==> src/rtl/multi_cycle_control.sv <==
// Multi-cycle MIPS control unit: sequences each instruction through fetch, decode,
// execute, memory and writeback states, and drives the datapath enables and mux selects.
// Memory accesses wait on memReady, with an optional timeout that raises memFault.
module multi_cycle_control #(
   parameter int unsigned          OP_WIDTH   = 3,
   parameter logic [OP_WIDTH-1:0]  OP_R       = 3'b000,
   parameter logic [OP_WIDTH-1:0]  OP_LW      = 3'b100,
   parameter logic [OP_WIDTH-1:0]  OP_SW      = 3'b101,
   parameter logic [OP_WIDTH-1:0]  OP_BEQ     = 3'b110,
   parameter logic [OP_WIDTH-1:0]  OP_ADDI    = 3'b111,
   parameter logic [OP_WIDTH-1:0]  OP_J       = 3'b001,
   parameter int unsigned          CNT_WIDTH  = 16,
   parameter int unsigned          WAIT_LIMIT = 15
) (
   input  logic                 clk,
   input  logic                 rstN,
   input  logic                 enable,
   input  logic [OP_WIDTH-1:0]  opCode,
   input  logic                 memReady,
   output logic                 pcWrite,
   output logic                 pcWriteCond,
   output logic                 irWrite,
   output logic                 iorD,
   output logic                 memRead,
   output logic                 memWrite,
   output logic                 memtoReg,
   output logic                 regDst,
   output logic                 regWrite,
   output logic                 ALUSrcA,
   output logic [1:0]           ALUSrcB,
   output logic [1:0]           ALUOp,
   output logic [1:0]           pcSource,
   output logic [3:0]           state,
   output logic                 instrRetired,
   output logic                 illegalOp,
   output logic                 memFault,
   output logic [CNT_WIDTH-1:0] retireCount
);

   typedef enum logic [3:0] {
      StIdle   = 4'd0,
      StFetch  = 4'd1,
      StDecode = 4'd2,
      StMemAdr = 4'd3,
      StMemRd  = 4'd4,
      StMemWb  = 4'd5,
      StMemWr  = 4'd6,
      StExec   = 4'd7,
      StRwb    = 4'd8,
      StBranch = 4'd9,
      StJump   = 4'd10,
      StAddiEx = 4'd11,
      StAddiWb = 4'd12
   } state_e;

   localparam logic [7:0] WaitLimit = 8'(WAIT_LIMIT);

   state_e               state_q, state_d;
   logic [7:0]           wait_cnt_q, wait_cnt_d;
   logic [CNT_WIDTH-1:0] retire_cnt_q, retire_cnt_d;
   // Remembers whether the memory instruction decoded as a store (MEMADR branches on it).
   logic                 is_store_q, is_store_d;

   logic   wait_active;
   logic   timeout;
   state_e end_state;

   assign state       = state_q;
   assign retireCount = retire_cnt_q;

   // Next-state, datapath control decode, wait counter and retire counter.
   always_comb begin
      state_d      = state_q;
      is_store_d   = is_store_q;
      wait_cnt_d   = wait_cnt_q;
      retire_cnt_d = retire_cnt_q;

      pcWrite      = 1'b0;
      pcWriteCond  = 1'b0;
      irWrite      = 1'b0;
      iorD         = 1'b0;
      memRead      = 1'b0;
      memWrite     = 1'b0;
      memtoReg     = 1'b0;
      regDst       = 1'b0;
      regWrite     = 1'b0;
      ALUSrcA      = 1'b0;
      ALUSrcB      = 2'b00;
      ALUOp        = 2'b00;
      pcSource     = 2'b00;
      instrRetired = 1'b0;
      illegalOp    = 1'b0;
      memFault     = 1'b0;

      wait_active = (state_q == StFetch) || (state_q == StMemRd) || (state_q == StMemWr);
      // A ready in the limit cycle wins over the timeout.
      timeout     = (WAIT_LIMIT != 0) && wait_active && !memReady && (wait_cnt_q == WaitLimit);
      end_state   = enable ? StFetch : StIdle;

      unique case (state_q)
         StIdle: begin
            if (enable) state_d = StFetch;
         end
         StFetch: begin
            memRead = 1'b1;
            ALUSrcB = 2'b01;
            irWrite = memReady;
            pcWrite = memReady;
            if (timeout) begin
               memFault = 1'b1;
               state_d  = StIdle;
            end else if (memReady) begin
               state_d = StDecode;
            end
         end
         StDecode: begin
            ALUSrcB = 2'b11;
            is_store_d = (opCode == OP_SW);
            if (opCode == OP_R) begin
               state_d = StExec;
            end else if (opCode == OP_LW || opCode == OP_SW) begin
               state_d = StMemAdr;
            end else if (opCode == OP_BEQ) begin
               state_d = StBranch;
            end else if (opCode == OP_ADDI) begin
               state_d = StAddiEx;
            end else if (opCode == OP_J) begin
               state_d = StJump;
            end else begin
               illegalOp = 1'b1;
               state_d   = end_state;
            end
         end
         StMemAdr: begin
            ALUSrcA = 1'b1;
            ALUSrcB = 2'b10;
            state_d = is_store_q ? StMemWr : StMemRd;
         end
         StMemRd: begin
            memRead = 1'b1;
            iorD    = 1'b1;
            if (timeout) begin
               memFault = 1'b1;
               state_d  = StIdle;
            end else if (memReady) begin
               state_d = StMemWb;
            end
         end
         StMemWb: begin
            memtoReg     = 1'b1;
            regWrite     = 1'b1;
            instrRetired = 1'b1;
            state_d      = end_state;
         end
         StMemWr: begin
            iorD     = 1'b1;
            memWrite = !timeout;
            if (timeout) begin
               memFault = 1'b1;
               state_d  = StIdle;
            end else if (memReady) begin
               instrRetired = 1'b1;
               state_d      = end_state;
            end
         end
         StExec: begin
            ALUSrcA = 1'b1;
            ALUOp   = 2'b10;
            state_d = StRwb;
         end
         StRwb: begin
            regDst       = 1'b1;
            regWrite     = 1'b1;
            instrRetired = 1'b1;
            state_d      = end_state;
         end
         StBranch: begin
            ALUSrcA      = 1'b1;
            ALUOp        = 2'b01;
            pcWriteCond  = 1'b1;
            pcSource     = 2'b01;
            instrRetired = 1'b1;
            state_d      = end_state;
         end
         StJump: begin
            pcWrite      = 1'b1;
            pcSource     = 2'b10;
            instrRetired = 1'b1;
            state_d      = end_state;
         end
         StAddiEx: begin
            ALUSrcA = 1'b1;
            ALUSrcB = 2'b10;
            state_d = StAddiWb;
         end
         StAddiWb: begin
            regWrite     = 1'b1;
            instrRetired = 1'b1;
            state_d      = end_state;
         end
         default: state_d = StIdle;
      endcase

      if (instrRetired) retire_cnt_d = retire_cnt_q + CNT_WIDTH'(1);

      // Count consecutive not-ready cycles in one wait state; saturate so it never wraps.
      if (state_d != state_q) begin
         wait_cnt_d = 8'd0;
      end else if (wait_active && !memReady && wait_cnt_q != 8'hFF) begin
         wait_cnt_d = wait_cnt_q + 8'd1;
      end
   end

   // State and counter registers; reset returns to IDLE immediately.
   always_ff @(posedge clk or negedge rstN) begin
      if (!rstN) begin
         state_q      <= StIdle;
         wait_cnt_q   <= 8'd0;
         retire_cnt_q <= '0;
         is_store_q   <= 1'b0;
      end else begin
         state_q      <= state_d;
         wait_cnt_q   <= wait_cnt_d;
         retire_cnt_q <= retire_cnt_d;
         is_store_q   <= is_store_d;
      end
   end

endmodule

==> config.mk <==
export PLATFORM = sky130hd
export DESIGN_NAME = multi_cycle_control
export DESIGN_NICKNAME = d
export VERILOG_FILES = /design/src/rtl/multi_cycle_control.sv
export SDC_FILE = /design/constraint.sdc
export NUM_CORES = 1
export LEC_CHECK = 0
export BUFFER_PORTS_ARGS = -buffer_cell sky130_fd_sc_hd__buf_4
export CAP_MARGIN = 20
export CORE_AREA = 2 2 84 66
export CTS_CLUSTER_DIAMETER = 40
export CTS_CLUSTER_SIZE = 24
export DETAILED_ROUTE_END_ITERATION = 10
export DIE_AREA = 0 0 86 68
export PLACE_DENSITY = 0.63
export RECOVER_POWER = 100
export SYNTH_ARGS = -nofsm -noshare
export SYNTH_HDL_FRONTEND = slang
export SYNTH_SLANG_ARGS = --single-unit
==> constraint.sdc <==
create_clock -name clk -period 4.4 [get_ports clk]
set_input_delay 1.1 -clock clk [delete_from_list [all_inputs] [get_ports clk]]
set_output_delay 1.1 -clock clk [all_outputs]
set_load 0.01 [all_outputs]
==> results of run 1 <==
synthesized netlist by cell type, drive strengths merged, types with 3 or more instances:
library cell	number
dfrtp	29
nand4	5
a21oi	9
nor4	3
xor2	8
or2	3
nand2	17
nand3	8
o21ai	5
nor2b	3
buf	13
nor2	11
and3	6
nor3b	5
nor3	23
clkbuf	4
nand2b	4
xnor2	13
inv	7
o211ai	3
how the worst min path moves through the flow:
stage | slack, ns | to | startpoint | depth (start not counted)
after floorplan | 0.45 | is_store_q | is_store_q | 2
after global placement | 0.46 | retireCount[15] | retireCount[15] | 1
after detailed placement | 0.47 | retireCount[15] | retireCount[15] | 1
after CTS | 0.48 | retireCount[15] | retireCount[15] | 1
after global routing | 0.49 | retireCount[15] | retireCount[15] | 1
final | 0.47 | retireCount[15] | retireCount[15] | 1
layer usage:
| metal | vias to the layer above | routed length, um |
|---|---|---|
| met5 | - | 0 |
| met4 | 0 | 30 |
| met3 | 4 | 319 |
| met2 | 53 | 1910 |
| met1 | 802 | 2230 |
| li1 | 832 | - |
sequential cells by signal, summed over array words and instances, names as in the netlist:
signal       flops
retireCount     16
is_store_q       1
state            4
wait_cnt_q       8
stage by stage:
stage / area [sq um] / util, % / hold slack, ns
after global placement: 2250 / 44.3 / 0.458
after global routing: 2130 / 41.9 / 0.488
after CTS: 2340 / 45.9 / 0.476
after detailed placement: 2250 / 44.3 / 0.467
after floorplan: 1960 / - / 0.449
final: 2130 / 41.9 / 0.473
power by group through the flow:
stage               registers [mW]  clock network [mW]  logic (mW)
global route                 0.428               0.233       0.517
detailed placement           0.425                   0       0.556
floorplan                    0.362                   0       0.476
CTS                          0.420               0.221       0.558
finish                       0.417               0.216       0.464
global placement             0.425                   0       0.553
cell type report:
class | count | area [sq um]
Fill cell | 542 | 2960
Multi-Input combinational cell | 159 | 1030
Sequential cell | 29 | 726
Timing Repair Buffer | 45 | 188
Tap cell | 62 | 77.6
Clock buffer | 6 | 72.6
Inverter | 7 | 26.3
Clock inverter | 2 | 10.0
placed cells by master (no fill, tap or decap), drive strengths merged, types with 3 or more instances in the layout:
cell type / n
nand3: 8
a21oi: 9
nand2b: 4
nor2: 11
nor3b: 5
xnor2: 13
nor3: 23
dfrtp: 29
nand2: 17
inv: 7
nand4: 5
buf: 5
o211ai: 3
or2: 3
nor4: 3
clkbuf: 46
and3: 6
xor2: 8
nor2b: 3
o21ai: 5
cell families after synthesis:
kind of cell	count (synthesis)	synth area share [%]
and+or+nand+nor	98	30.8
AOI/OAI and AO/OA	34	11.9
DFF	29	37.0
buffers and inverters	24	7.53
xor gates and xnor gates	21	9.38
muxes	3	1.66
adders and majority gates	3	1.79
==> summary.md, run 1 <==
| Metric | Value |
|---|---|
| Outcome | finished with violations |
| Violated checks | max-capacitance violations, max-slew violations |
| Period minus WS final | 3.22 ns |
| Antenna viol nets, final | 0 |
| Routed len/inst | approximately 14 um |
| Reg-to-reg slack, setup | roughly 1.9 ns |
| FF-to-FF End | wait_cnt_q[4] |
| CTS Sinks | 29 |
| Reg clk slew, reported paths | about 0.070 ns |
| Maximum number of pins on one net before global-route repair | 30 |
| GRT busiest layer | met1 |
| DRC errors left | 0 |
| Critical path buffer and inverter count | 1 |
| Grt ovf | 0 |
| Syn_nets | about 220 |
| Largest delay contributor family on the critical path | flip-flops |
| Post-synth top area share | a little under two fifths |
| Antenna Cells | 0 |
| Critical-path cell list | nand2b_1, a21oi_1, or2_2, clkbuf_1 |
| Initial DRC count | 96 |
| Max-cap violations | 1 |
| Vias in the first global route | between 1,000 and 1,500 |
| Critical Path Start | state[1] |
| Routability congestion estimate | 0.864 |
| Psw | just under 500 uW |
| Clock Path Buffers | 2 |
| CP peak stage delay | between 0.7 and 0.8 ns |
| Comb pwr share | between 40 and 50% |
| Pwr Density | slightly above 500 nW/um^2 |
| Met3 global-route usage | between 5 and 6% |
| Detailed Routing Iterations Pass 1 | 4 |
| Ys flop type | dfrtp_1 |
| Syn. warnings | 0 |
| CTS tree | done |
| Worst vdd ir | about 180 uV |
| Pre-CTS setup slack | between 1 and 1.5 ns |
| Worst R2R Path Depth | 5 |
| GR Util met2 | 21.6% |
| Max Clk Rate | 311 MHz |
| DIE AREA | slightly below 6000 sq um |
| Synth Instances | between 200 and 250 |
| Final hold vios | 0 |
| #FFs+latches synth | 29 |
| Clk Latency, worst-skew pair | between 0.2 and 0.3 ns |
| I/O pin cnt | 46 |
| Max Slew Vio Count | 30 |
| Hold_buf cts | 0 |
| GRT Total Usage | between 10% and 20% |
| Core area | between 5000 and 6000 sq um |
| Required time of the critical path | between 3 and 4 ns |
| Clk pwr share | between 10% and 20% |
| Ranking of synthesized cells by area | dfrtp_1, xnor2_1, nor3_2 |
| Least-Margin Pin Slew | 1.55 ns |
| Initial antenna violation count | 0 |
| CP Depth | 4 |
| Final worst slack | roughly 1.2 ns |
| Die span in y | approximately 68 um |
| Clock skew | between 0.006 and 0.007 ns |
| Syn Area/Cell | 9.25 sq um |
| Int Pwr | ~600 uW |
| Total CTS buffers | 5 |
| Largest fanout on the critical path | 21 |
| Critical-path cell with the highest stage delay | dfrtp_1 |
| Worst setup path end | instrRetired |
| Netlist cell types | between 50 and 60 |
| Post-CTS setup buffers | 0 |
| Switching part of the total | 45.2% |
| Grt met1 use | 24.1% |
| Ys async rst share | between 90% and 100% |
| Non-Filler Instances | 310 |
| Nets | ~260 |
| Setup_tns | 0 ns |
| Period utilization | roughly 73% |
| Post-DP HPWL | ~3100 um |
| Share of post-route cells with drive strength above 1 | 7.66% |
| Unrepaired setup endpoints after global routing | false |
| Setup crit end kind | primary output |
| Area Growth Syn to Fin | 8.87% |
| Overall power | approximately 1.1 mW |
| Vias/cell | ~5.5 |
| H-tree level count | 2 |
| Reg2reg start | state[0] |
| Leakage | 0.889 nW |
| Die W | between 80 and 90 um |
| Vias | roughly 1,700 |
| Mapped cell area | 1960 sq um |
| Cell row count | 23 |
| Root buf cell | clkbuf_8 |
| Placed insts | slightly above 300 |
| EDFF count, synth | 0 |
| Worst slew margin | -3.48% |
| Global-route wire length before repair | about 7300 um |
| Final setup viols | 0 |
| Critical path type | register to primary output |
| Register area share after synthesis | between 30 and 40% |
| Total Wirelength | 4490 um |
| Sequential Power Share | 38.0% |
| Post-cts resize count | 0 |
| Leading area contributor after synthesis | dfrtp_1 |
| Starting Density | roughly 38% |
| Crit path launch type | register |
| Port bufs | 45 |
| Hold Crit Class | register to register |
| Worst Path Arrival | roughly 2.1 ns |
Power figures use the tool's default switching activity.
==> run 2, diff against run 1 <==
--- a/config.mk
+++ b/config.mk
@@ -5,14 +5,15 @@
 export SDC_FILE = /design/constraint.sdc
 export NUM_CORES = 1
 export LEC_CHECK = 0
+export ABC_AREA = 1
 export BUFFER_PORTS_ARGS = -buffer_cell sky130_fd_sc_hd__buf_4
 export CAP_MARGIN = 20
-export CORE_AREA = 2 2 84 66
+export CORE_AREA = 2 2 83 65
 export CTS_CLUSTER_DIAMETER = 40
 export CTS_CLUSTER_SIZE = 24
 export DETAILED_ROUTE_END_ITERATION = 10
-export DIE_AREA = 0 0 86 68
-export PLACE_DENSITY = 0.63
+export DIE_AREA = 0 0 85 67
+export PLACE_DENSITY = 0.66
 export RECOVER_POWER = 100
 export SYNTH_ARGS = -nofsm -noshare
 export SYNTH_HDL_FRONTEND = slang
==> constraint.sdc (replaced) <==
create_clock -name clk -period 2.8 [get_ports clk]
set_input_delay 0.7 -clock clk [delete_from_list [all_inputs] [get_ports clk]]
set_output_delay 0.7 -clock clk [all_outputs]
set_load 0.01 [all_outputs]
==> summary.md, run 2 <==
| Metric | Value |
|---|---|
| Leading area contributor after synthesis | dfrtp_1 |
| Crit path launch type | register |
| Hold endpoint | is_store_q |
| Largest fanout on the critical path | 6 |
| Syn. warnings | 0 |
| Pwr Density | ~870 nW/um^2 |
| Least-Margin Pin Slew | 1.55 ns |
| Period utilization | about nine tenths |
| CTS tree | done |
| Ranking of synthesized cells by area | dfrtp_1, nand2_1, xor2_1 |
| Max reg flops | 16 |
| DIE AREA | ~5700 sq um |
| Global-route wire length before repair | about 7200 um |
| Post-synth top area share | roughly 38% |
| Cell row count | 22 |
| Post-cts resize count | 0 |
| Comb pwr share | a little under half |
| FF-to-FF End | wait_cnt_q[7] |
| Initial antenna violation count | 0 |
| Leakage | between 1 and 1.5 nW |
| Total CTS buffers | 5 |
| Commonest cells after routing, fill and taps aside | nand2_1, clkbuf_1, nor2_1, inv_1, dfrtp_1 |
| Sequential Power Share | 34.3% |
| Clk pwr share | between 15 and 20% |
| Worst slew margin | -3.51% |
| Routed len/inst | roughly 12 um |
| Maximum number of pins on one net before global-route repair | 30 |
| Layout Utilization | a little under half |
| Reg2reg start | state[0] |
| Antenna viol nets, final | 0 |
| Vias | between 1,500 and 2,000 |
| Worst vdd ir | about 360 uV |
| Post-Layout Inst Area | approximately 2200 sq um |
| Reg clk slew, reported paths | approximately 0.060 ns |
| Port bufs | between 40 and 50 |
| Psw | between 800 and 900 uW |
| Detailed Routing Iterations Pass 1 | 4 |
| Hold_buf cts | 0 |
| CP peak stage delay | 0.41 ns |
| Hold WS | between 0.4 and 0.5 ns |
| Die W | between 80 and 90 um |
| Ys flop type | dfrtp_1 |
| I/O pin cnt | 46 |
| Max-cap violations | 1 |
| Fill cell total of the finished layout | between 500 and 600 |
| Area Growth Syn to Fin | 13.7% |
| Placed insts | between 300 and 400 |
| Worst Path Arrival | 1.78 ns |
| Netlist cell types | 30 |
| Clk Latency, worst-skew pair | approximately 0.28 ns |
| Worst R2R Path Depth | 11 |
| Placed inst area | roughly 2300 sq um |
| Routability congestion estimate | about 0.83 |
| Reg-to-reg slack, setup | 0.62 ns |
| Outcome | finished with violations |
| Setup crit end kind | primary output |
| Nets | just over 300 |
| Hold Crit Class | register to register |
| Total Wirelength | 4220 um |
| Antenna Cells | 0 |
| Clock skew | between 0.005 and 0.006 ns |
| Root buf cell | clkbuf_8 |
| Post-DP HPWL | approximately 3300 um |
| Hold depth | 2 |
| Clock Path Buffers | 2 |
| Violated checks | max-capacitance violations, max-slew violations |
| Initial DRC count | ~100 |
| Max Clk Rate | roughly 400 MHz |
| Dominant cell by count in the synthesized netlist | nand2_1 |
| Ys async rst share | between 90% and 100% |
| Required time of the critical path | roughly 2.1 ns |
| EDFF count, synth | 0 |
| CTS Sinks | 29 |
| Critical-path cell list | inv_1, nand2_1, nor2_1, nand2_1, nand2_4, nand2_4, inv_1, nor3_1, buf_4 |
| Post-CTS setup buffers | 0 |
| Final hold vios | 0 |
| Unrepaired setup endpoints after global routing | false |
| #FFs+latches synth | 29 |
| Critical-path cell with the highest stage delay | dfrtp_1 |
| Syn Area/Cell | ~7.8 sq um |
| Grt ovf | 0 |
| Int Pwr | about 990 uW |
| Period minus WS final | 2.48 ns |
| Die span in y | between 60 and 70 um |
| Seq. cell area | between 700 and 800 sq um |
| Hold path startpoint | is_store_q |
| Share of post-route cells with drive strength above 1 | 11.3% |
| H-tree level count | 2 |
| Starting Density | around two fifths |
| Max Slew Vio Count | 30 |
| Vias/cell | 4.75 |
| Core area | 4820 sq um |
| GRT Total Usage | around 16% |
| Commonest cells post-synth | nand2_1, nor2_1, dfrtp_1, inv_1, nand3_1 |
| Area of the multi-input gates | between 900 and 1000 sq um |
| Most common cell after layout, fill and taps aside | nand2_1 |
| Syn_nets | about 250 |
| Final setup viols | 0 |
| Non-Filler Instances | 353 |
| Vias in the first global route | about 1,600 |
| Critical path type | register to primary output |
| DRC errors left | 0 |
| Synth Instances | 244 |
| Mapped cell area | between 1500 and 2000 sq um |
| Switching part of the total | between 40% and 50% |
| Register area share after synthesis | 37.9% |
| Setup_tns | 0 ns |
[run 2: cell count changes in the layout (fill, tap and decap cells not counted), moves of 12 or more]
cell     change
nand3_1     +15
nor2_1      +23
nor3_1      -12
inv_1       +22
nand2_1     +37
[run 2: final cells by class]
cell class,instances,share of cell area [%]
Sequential cell,29,33.3
Inverter,32,5.63
Timing Repair Buffer,45,9.48
Multi-Input combinational cell,180,44.1
Clock buffer,7,3.97
Tap cell,60,3.45
[run 2: worst max path at each step]
stage | slack (ns) | end | cells past startpoint | from
final | 0.32 | memWrite | 9 | state[3]
after CTS | 0.41 | memWrite | 9 | state[3]
after global routing | 0.18 | illegalOp | 6 | state[0]
after detailed placement | 0.62 | memWrite | 8 | memReady
after floorplan | 0.72 | memWrite | 8 | state[3]
after global placement | 0.64 | memWrite | 8 | memReady
[run 2: routing by layer]
layer / GRT usage, % / part of all wire (%)
met4: 6.15 / 1.1
met3: 3.35 / 3.0
met1: 22.9 / 53
met2: 23.0 / 42
met5: 0 / 0
[run 2: critical path, delay by kind of cell, from the launching register on]
family / cells / cell delay, ns
simple gates: 6 / 0.70
buf+inv: 3 / 0.38
flops: 1 / 0.41
[run 2: logic make-up (layout without fill, tap and decap cells)]
| family | after synthesis | in the layout | synth area share [%] |
|---|---|---|---|
| buffers and inverters | 35 | 84 | 8.24 |
| DFF | 29 | 29 | 37.9 |
| xor gates and xnor gates | 21 | 21 | 10.0 |
| adders and majority gates | 2 | 2 | 1.31 |
| and+or+nand+nor | 143 | 143 | 38.8 |
| AOI/OAI and AO/OA | 14 | 14 | 3.79 |
[run 2: through the flow]
stage	power (mW)	worst slack, ns
2_1_floorplan	1.37	0.716
3_3_place_gp	1.75	0.638
3_5_place_dp	1.76	0.620
4_1_cts	2.11	0.406
5_1_grt	2.04	0.178
6_report	1.89	0.320
[run 2: power by group through the flow]
stage / registers (mW) / clock network (mW) / logic (mW)
detailed placement: 0.658 / 0 / 1.10
finish: 0.649 / 0.344 / 0.899
floorplan: 0.663 / 0 / 0.710
global placement: 0.657 / 0 / 1.09
CTS: 0.652 / 0.358 / 1.10
global route: 0.666 / 0.371 / 1.01
==> run 3, diff against run 2 <==
--- a/config.mk
+++ b/config.mk
@@ -13,7 +13,7 @@
 export CTS_CLUSTER_SIZE = 24
 export DETAILED_ROUTE_END_ITERATION = 10
 export DIE_AREA = 0 0 85 67
-export PLACE_DENSITY = 0.66
+export PLACE_DENSITY_LB_ADDON = 0.12
 export RECOVER_POWER = 100
 export SYNTH_ARGS = -nofsm -noshare
 export SYNTH_HDL_FRONTEND = slang
==> summary.md, run 3 (synthesis gave the netlist of run 2 again) <==
| Metric | Value |
|---|---|
| Worst vdd ir | 413 uV |
| Initial antenna violation count | 0 |
| Hold_buf cts | 0 |
| Violated checks | max-capacitance violations, max-slew violations |
| Die W | about 85 um |
| Area Growth Syn to Fin | 15.0% |
| Initial DRC count | 70 |
| Critical Path Start | state[0] |
| I/O pin cnt | 46 |
| Max-cap violations | 1 |
| Post-CTS setup buffers | 0 |
| Grt ovf | 0 |
| Final worst slack | about 0.3 ns |
| Leakage | about 1.1 nW |
| Pwr Density | 874 nW/um^2 |
| FF-to-FF End | wait_cnt_q[6] |
| Worst R2R Path Depth | 11 |
| Most common cell after layout, fill and taps aside | nand2_1 |
| Max reg flops | 16 |
| Period utilization | between 80% and 90% |
| Vias/cell | 4.76 |
| Crit path launch type | register |
| Vias | approximately 1,700 |
| DIE AREA | roughly 5700 sq um |
| Setup crit end kind | primary output |
| Max Slew Vio Count | 30 |
| Routed len/inst | around 12 um |
| Clk Latency, worst-skew pair | between 0.2 and 0.3 ns |
| Detailed Routing Iterations Pass 1 | 4 |
| Share of post-route cells with drive strength above 1 | between 10% and 20% |
| Final setup viols | 0 |
| Core area | 4820 sq um |
| Root buf cell | clkbuf_8 |
| Vias in the first global route | approximately 1,600 |
| Antenna Cells | 0 |
| Unrepaired setup endpoints after global routing | false |
| Antenna viol nets, final | 0 |
| Reg2reg start | state[0] |
| Max Clk Rate | about 400 MHz |
| Outcome | finished with violations |
| Placed inst area | approximately 2300 sq um |
| Post-cts resize count | 0 |
| Total CTS buffers | 5 |
| Critical path type | register to primary output |
| Cell row count | 22 |
| Post-DP HPWL | approximately 3400 um |
| Required time of the critical path | around 2.1 ns |
| Nets | ~300 |
| Worst setup path end | illegalOp |
| Worst slew margin | -2.99% |
| Routability congestion estimate | 0.823 |
| Port bufs | between 40 and 50 |
| Pre-CTS setup slack | 0.616 ns |
| Worst Path Arrival | roughly 1.8 ns |
| Reg-to-reg slack, setup | ~0.53 ns |
| Period minus WS final | ~2.5 ns |
| Clock Path Buffers | 2 |
| Total Wirelength | ~4400 um |
| Hold Crit Class | register to register |
| GRT Total Usage | about 17% |
| Largest fanout on the critical path | 7 |
| DRC errors left | 0 |
| Clock skew | approximately 0.0070 ns |
| Least-Margin Pin Slew | between 1.5 and 2 ns |
| CTS Sinks | 29 |
| CTS tree | done |
| Die span in y | roughly 67 um |
| Starting Density | roughly 40% |
| Setup_tns | 0 ns |
| H-tree level count | 2 |
| Reg clk slew, reported paths | around 0.070 ns |
| Global-route wire length before repair | around 7400 um |
| Maximum number of pins on one net before global-route repair | 30 |
| Final hold vios | 0 |
| Layout Utilization | 45.7% |
| Commonest cells after routing, fill and taps aside | nand2_1, nor2_1, clkbuf_1, inv_1, dfrtp_1 |
| Post-Layout Inst Area | 2200 sq um |
-- run 3: cell types whose count changed in the layout (fill, tap and decap cells not counted), sizes merged --
cell    before  now
buf         10   11
clkbuf      42   41
clkinv       0    1
-- run 3: worst min-delay path by stage --
stage / endpoint / depth (start not counted) / start / slack [ns]
after floorplan: is_store_q / 0 / rstN / 0.40
after global placement: is_store_q / 2 / is_store_q / 0.50
after detailed placement: is_store_q / 2 / is_store_q / 0.50
after CTS: wait_cnt_q[5] / 1 / rstN / 0.34
after global routing: retireCount[13] / 1 / retireCount[13] / 0.56
final: is_store_q / 2 / is_store_q / 0.51
-- run 3: final cells by class --
class | count | area (sq um)
multi-input combinational | 180 | 966
sequential | 29 | 726
tap | 60 | 75.1
inverter | 32 | 123
timing repair buffer | 45 | 210
clock buffer | 7 | 96.3
clock inverter | 1 | 5.00
fill | 523 | 2620
-- run 3: critical path, cell delays in order (launching register included) --
cell and delay, ns:
dfrtp_1 0.46, inv_1 0.14, nand2_1 0.15, nor2_1 0.29, inv_1 0.17, nor3_1 0.16, buf_4 0.15
-- run 3: per-layer routing --
layer  vias to the layer above  share of wire [%]  global-route usage [%]
met5                         -                  0                       0
met4                         0               0.92                    5.36
met3                         5                4.9                    4.96
met2                        33                 42                    22.4
met1                       777                 52                    25.8
li1                        869                  -                       -
-- run 3: through the flow --
| step | instances | total power, mW | hold slack, ns |
|---|---|---|---|
| final | 354 | 1.92 | 0.512 |
| after global routing | 354 | 2.11 | 0.559 |
| after CTS | 354 | 2.16 | 0.340 |
| after detailed placement | 346 | 1.76 | 0.496 |
| after global placement | 346 | 1.76 | 0.497 |
| after floorplan | 244 | 1.37 | 0.404 |
-- run 3: report_power, final --
group | switching [mW] | internal (mW) | leakage [nW]
combinational | 0.611 | 0.290 | 0.627
sequential | 0.131 | 0.510 | 0.377
clock | 0.159 | 0.222 | 0.0542
